==> config.mk <==
export PLATFORM = sky130hd
export DESIGN_NAME = mem_arbiter
export DESIGN_NICKNAME = d
export VERILOG_FILES = /design/src/rtl/mem_arbiter.sv
export SDC_FILE = /design/constraint.sdc
export NUM_CORES = 1
export LEC_CHECK = 0
export ABC_AREA = 1
export ABC_CLOCK_PERIOD_IN_PS = 1500
export CAP_MARGIN = 10
export CORE_AREA = 5 5 96 98
export CTS_CLUSTER_SIZE = 25
export DETAILED_ROUTE_END_ITERATION = 12
export DIE_AREA = 0 0 101 103
export PLACE_DENSITY = 0.74
export SLEW_MARGIN = 25
export SYNTH_ARGS = -nofsm -noshare
export SYNTH_HDL_FRONTEND = slang
export SYNTH_SLANG_ARGS = --single-unit
==> constraint.sdc <==
create_clock -name i_clk -period 1.5 [get_ports i_clk]
set_input_delay 0.3 -clock i_clk [delete_from_list [all_inputs] [get_ports i_clk]]
set_output_delay 0.3 -clock i_clk [all_outputs]
set_load 0.005 [all_outputs]
==> src/rtl/mem_arbiter.sv <==
// Two-port (fetch/data) arbiter in front of one single-port synchronous RAM.
// Data wins contention unless fetch has been starved for STARVE_MAX cycles.
module mem_arbiter #(
    parameter int ADDR_W     = 10,
    parameter int STARVE_MAX = 3
) (
    input  logic              i_clk,
    input  logic              i_rst_n,

    input  logic              i_if_req,
    input  logic [31:0]       i_if_addr,
    output logic              o_if_gnt,
    output logic              o_if_rvalid,
    output logic              o_if_err,
    output logic [31:0]       o_if_rdata,

    input  logic              i_d_req,
    input  logic              i_d_we,
    input  logic [3:0]        i_d_be,
    input  logic [31:0]       i_d_addr,
    input  logic [31:0]       i_d_wdata,
    output logic              o_d_gnt,
    output logic              o_d_rvalid,
    output logic              o_d_err,
    output logic [31:0]       o_d_rdata,

    output logic              o_mem_en,
    output logic              o_mem_we,
    output logic [3:0]        o_mem_be,
    output logic [ADDR_W-1:0] o_mem_addr,
    output logic [31:0]       o_mem_wdata,
    input  logic [31:0]       i_mem_rdata
);

    localparam int CNT_W = (STARVE_MAX < 2) ? 1 : $clog2(STARVE_MAX + 1);
    localparam logic [CNT_W-1:0] CNT_MAX = CNT_W'(STARVE_MAX);

    logic [CNT_W-1:0] starve_cnt;
    logic [CNT_W-1:0] starve_nxt;

    logic own_if_q;
    logic own_d_q;
    logic err_q;
    logic rd_q;

    logic if_err;
    logic d_err;
    logic fetch_forced;
    logic if_gnt;
    logic d_gnt;
    logic gnt_err;
    logic gnt_rd;

    // Word address only; byte offset bits are deliberately ignored.
    logic unused_addr_lsbs;
    assign unused_addr_lsbs = ^{i_if_addr[1:0], i_d_addr[1:0]};

    assign if_err = |i_if_addr[31:ADDR_W+2];
    assign d_err  = |i_d_addr[31:ADDR_W+2];

    assign fetch_forced = i_if_req && (starve_cnt == CNT_MAX);

    always_comb begin
        d_gnt  = 1'b0;
        if_gnt = 1'b0;
        if (i_rst_n) begin
            d_gnt  = i_d_req && !fetch_forced;
            if_gnt = i_if_req && !d_gnt;
        end
    end

    assign o_if_gnt = if_gnt;
    assign o_d_gnt  = d_gnt;

    assign gnt_err = (d_gnt && d_err) || (if_gnt && if_err);
    assign gnt_rd  = if_gnt || (d_gnt && !i_d_we);

    always_comb begin
        o_mem_en    = 1'b0;
        o_mem_we    = 1'b0;
        o_mem_be    = 4'h0;
        o_mem_addr  = '0;
        o_mem_wdata = 32'h0;
        if (d_gnt && !d_err) begin
            o_mem_en    = 1'b1;
            o_mem_we    = i_d_we;
            o_mem_be    = i_d_be;
            o_mem_addr  = i_d_addr[ADDR_W+1:2];
            o_mem_wdata = i_d_wdata;
        end else if (if_gnt && !if_err) begin
            o_mem_en    = 1'b1;
            o_mem_be    = 4'hF;
            o_mem_addr  = i_if_addr[ADDR_W+1:2];
        end
    end

    always_comb begin
        starve_nxt = '0;
        if (i_if_req && !if_gnt) begin
            if (starve_cnt == CNT_MAX) begin
                starve_nxt = starve_cnt;
            end else begin
                starve_nxt = starve_cnt + CNT_W'(1);
            end
        end
    end

    always_ff @(posedge i_clk or negedge i_rst_n) begin
        if (!i_rst_n) begin
            starve_cnt <= '0;
            own_if_q   <= 1'b0;
            own_d_q    <= 1'b0;
            err_q      <= 1'b0;
            rd_q       <= 1'b0;
        end else begin
            starve_cnt <= starve_nxt;
            own_if_q   <= if_gnt;
            own_d_q    <= d_gnt;
            err_q      <= gnt_err;
            rd_q       <= gnt_rd;
        end
    end

    // Read data is only forwarded for a clean read; writes and errors return 0.
    assign o_if_rvalid = own_if_q;
    assign o_if_err    = own_if_q && err_q;
    assign o_if_rdata  = (own_if_q && rd_q && !err_q) ? i_mem_rdata : 32'h0;

    assign o_d_rvalid  = own_d_q;
    assign o_d_err     = own_d_q && err_q;
    assign o_d_rdata   = (own_d_q && rd_q && !err_q) ? i_mem_rdata : 32'h0;

endmodule

======== Word level (Yosys, flattened, before mapping) ========
Cells that the tools add are included.
word-level totals
  bits in registers ....................... 6
  input port bits ......................... 137
  output and inout bits ................... 118
  word-level logic and storage cells ...... 48
operators by class
  add/sub/neg operators ................... 1
  eq/ne operators ......................... 2
  muxes and demuxes ....................... 14
  reduce and logical (&&, ||, !) cells .... 26
operators by type and width
  operator                                                        count
  32-bit two-way mux                                              3
  20-bit OR reduction                                             2
  10-bit two-way mux                                              2
  1-bit logical AND                                               15
  4-bit two-way mux                                               2
  1-bit zero test                                                 7
  1-bit two-way mux                                               5
  2-bit two-way mux                                               2
  2-bit by 1-bit adder with 2-bit output (second input constant)  1
  2-bit == test (second input constant)                           1
  1-bit logical OR                                                2
  2-bit != test (second input constant)                           1

======== Depth between registers and ports, before layout ========
  word-level depth ........................ 10
  depth in mapped cells ................... 8
  gate-level depth less buffers ........... 8

======== Worst setup path after synthesis ========
OpenSTA, ideal clock, no wires.
  kind .................................... register to output
  from .................................... register starve_cnt[0]
  to ...................................... output port o_mem_wdata[0]
  arrival ................................. 1.357 ns
  data required time ...................... 1.200 ns
  setup slack ............................. -0.157 ns
  stages on the path, launching flop included .. 8
  path buffers ............................ 2
  path through ............................ dfrtp_1 -> ha_1 -> nand2_1 -> and3_1 -> buf_4 -> nand4_4 -> buf_6 -> nor2_2
on the way
  cells in the longest elaborated chain, start to end .. 7
ends and longest elaborated chain
  element                   RTL line  RTL
  start: declaration        38        logic [CNT_W-1:0] starve_cnt;
  start signal: assignment  116       starve_cnt <= starve_nxt;
  2-bit == test             61        assign fetch_forced = i_if_req && (starve_cnt == CNT_MAX);
  1-bit logical AND         61
  1-bit zero test           67        d_gnt = i_d_req && !fetch_forced;
  1-bit logical AND         67
  1-bit two-way mux         66        if (i_rst_n) begin
  1-bit logical AND         84        if (d_gnt && !d_err) begin
  32-bit two-way mux        84
  end: declaration          31        output logic [31:0] o_mem_wdata,
No other way between the ends.

======== Worst setup path after layout ========
  from .................................... register starve_cnt[0]
  to ...................................... output port o_mem_wdata[19]
Same word-level chain as after synthesis.

==> results_dict.tcl <==
set metrics [dict create \
    viasPerCell 4.20 \
    clkSinkCount 6 \
    r2r-end "starve_cnt[0]$_DFFE_PN0P_" \
    status "finished with violations" \
    grt_pass1_wl_um 15200 \
    dp_hpwl_um 7670 \
    yosysUniqueCellTypes 21 \
    grt_overflow 0 \
    clkTransAtPathRegs_ns 0.04 \
    top_layer_used "met4" \
    synth_fp_nets 433 \
    synthTopCellsByCount "nor2_1, inv_1, nand2_1, nor2_2, nand3_1" \
    place_area_mm2 0.00419 \
    cp_max_fo 8 \
    leakage_nw 2.70 \
    synthCells 295 \
    finalPower_w 0.00111 \
    dr_total_vias 2972 \
    cts_inserted_buffers 3 \
    power_density_mw_per_mm2 220 \
    yosysTopAreaCell "nor2_1" \
    synth_enable_flop_cells 0 \
    hold_path_class "primary input to async pin" \
    wl_met3_um 1050 \
    hold_slack_ns 0.170 \
    maxCapViolations 0 \
    ys_ff_latch 6 \
    die_h_um 103 \
    clock-root-buffer "clkbuf_8" \
    synth_seq_area_share_pct 10.4 \
    place.gp.congestion 0.737 \
    rrSetupSlack_ns -0.17 \
    first_iter_violations 12 \
    critPathCaptureType "output pin" \
    antenna_found_initial 0 \
    die_w_um 101 \
    startpoint_type "register" \
    clkLatencyLatePin_ns 0.22 \
    wl_per_cell_um 15.3 \
    reg2reg_depth 11 \
    grt_max_degree 16 \
    initial_utilization_pct 17.2 \
    holdBufCountCts 0 \
    dieArea_mm2 0.0104 \
    grtUsageTotal_pct 18.4 \
    n_antenna_cell 0 \
    worst_slack_ns -0.525 \
    rsz0062_at_grt "true" \
    grt_pass1_vias 3099 \
    synthTopCellsByArea "nor2_1, inv_1, nor2_2, dfrtp_1, nand3_1" \
    min_period_ns 2.03 \
    synthFlopType "dfrtp_1" \
    fmax_ghz 0.494 \
    violations "setup timing" \
    synth_top_area_share_pct 23.7 \
    io_pins 255 \
    slew_headroom_pct 80.6 \
    fin_nets 739 \
    syn_area_per_cell_um2 4.89 \
    required_ns 1.20 \
    drc_errors 0 \
    netlist_area_mm2 0.00144 \
    post-route-cell-area_mm2 0.00504 \
    ir_worst_vdd_uv 231 \
    rr_startpoint "starve_cnt[0]$_DFFE_PN0P_" \
    yosysWarnings 0 \
    htreeDepth 1 \
    yosysMostFrequentCell "nor2_1" \
    cts_buffer_depth 2 \
    period_share_pct 135 \
    drive_above_1_share_pct 52.1 \
    wl_met2_um 6050 \
    core_mm2 0.00838 \
    async_flop_share_pct 100 \
    postRouteWirelength_um 10800 \
    worstMarginPinSlew_ns 0.288 \
    area_growth_pct 250 \
    io_buffers 250 \
    drt-met1-wl_um 3530 \
    finalClockSkew_ns 0.00170 \
    ant_nets 0 \
    arrival_ns 1.73 \
    row_count 34 \
    slew_violations 0 \
    crit_type "register to output pin" \
    cts_tree "done" \
    dr.pass1.iters 4 \
    finalSetupViolCount 112 \
    hold_viol 0 \
]
==> what timing repair did <==
item	4_1_cts	5_1_grt
cloned	10	1
pin swaps	56	14
resized for setup	646	135
endpoints found under the setup margin	120	120
buffers inserted	43	6
endpoints found under the hold margin	0	0
==> per-layer routing <==
metal | track usage, % | vias up
met5 | 0 | -
met4 | 4.60 | 0
met3 | 4.53 | 18
met2 | 37.5 | 161
met1 | 18.6 | 1344
li1 | - | 1449
==> stage by stage <==
| step | setup slack, ns | instances | setup TNS (ns) | utilization [%] |
|---|---|---|---|---|
| after floorplan | -0.101 | 295 | -3.64 | - |
| after global placement | -0.923 | 658 | -57.19 | 50.0 |
| after detailed placement | -0.960 | 658 | -59.95 | 50.0 |
| after CTS | -0.597 | 714 | -37.90 | 55.9 |
| after global routing | -0.611 | 707 | -36.83 | 60.2 |
| final | -0.525 | 707 | -29.87 | 60.2 |
==> cell type report <==
class,instances,area (um^2)
Fill cell,770,3340
Timing Repair Buffer,315,2840
Multi-Input combinational cell,195,1570
Inverter,80,303
Sequential cell,6,150
Tap cell,108,135
Clock buffer,3,41.3
==> where the power goes <==
| group | switching [W] | total (W) | internal, W |
|---|---|---|---|
| clock network | 0.0000655 | 0.000238 | 0.000172 |
| registers | 0.0000121 | 0.000188 | 0.000176 |
| logic | 0.000272 | 0.000686 | 0.000414 |
| total | 0.000350 | 0.00111 | 0.000762 |
==> critical path: stages (launching register included) <==
cell	delay, ns
dfrtp_1	0.38
ha_2	0.21
nand2_4	0.06
and3_4	0.19
nand4_4	0.13
buf_12	0.18
buf_16	0.15
nor2_2	0.08
buf_2	0.12
==> cell families (layout without fill, tap and decap cells) <==
group                    after synthesis  after routing  share of synthesized area, %
buffers and inverters                 94            398                          27.1
AND/OR/NAND/NOR                      189            189                          59.9
AO/OA/AOI/OAI                          5              5                          1.74
adder cells (fa/ha/maj)                1              1                         0.868
flip-flops                             6              6                          10.4
==> layout by cell type, fill, tap and decap left out, types with 4 or more instances in the layout <==
master,instances
nand2_2,4
dfrtp_1,6
clkdlybuf4s50_1,89
buf_12,10
buf_4,22
nor2_4,72
nor2_2,24
buf_16,5
clkdlybuf4s15_1,18
nand3_1,13
buf_2,101
nor2_1,28
inv_1,76
nand2_1,25
dlygate4sd2_1,26
nand3_2,11
buf_8,7
buf_6,34
==> registers in the layout (all words and copies together) (netlist names) <==
signal	count
starve_cnt	2
err_q	1
o_d_rvalid	1
o_if_rvalid	1
rd_q	1
==> how the worst max path moves through the flow <==
| stage | startpoint | end | slack [ns] | depth (start not counted) |
|---|---|---|---|---|
| floorplan | starve_cnt[0]$_DFFE_PN0P_ | o_mem_wdata[0] | -0.10 | 7 |
| global placement | i_if_req | o_mem_addr[2] | -0.92 | 8 |
| detailed placement | i_d_addr[24] | o_mem_be[3] | -0.96 | 11 |
| CTS | starve_cnt[1]$_DFFE_PN0P_ | o_mem_wdata[25] | -0.60 | 9 |
| global route | starve_cnt[0]$_DFFE_PN0P_ | o_mem_be[0] | -0.61 | 9 |
| finish | starve_cnt[0]$_DFFE_PN0P_ | o_mem_wdata[19] | -0.53 | 8 |
No activity file was read; power rests on OpenSTA's default activity.
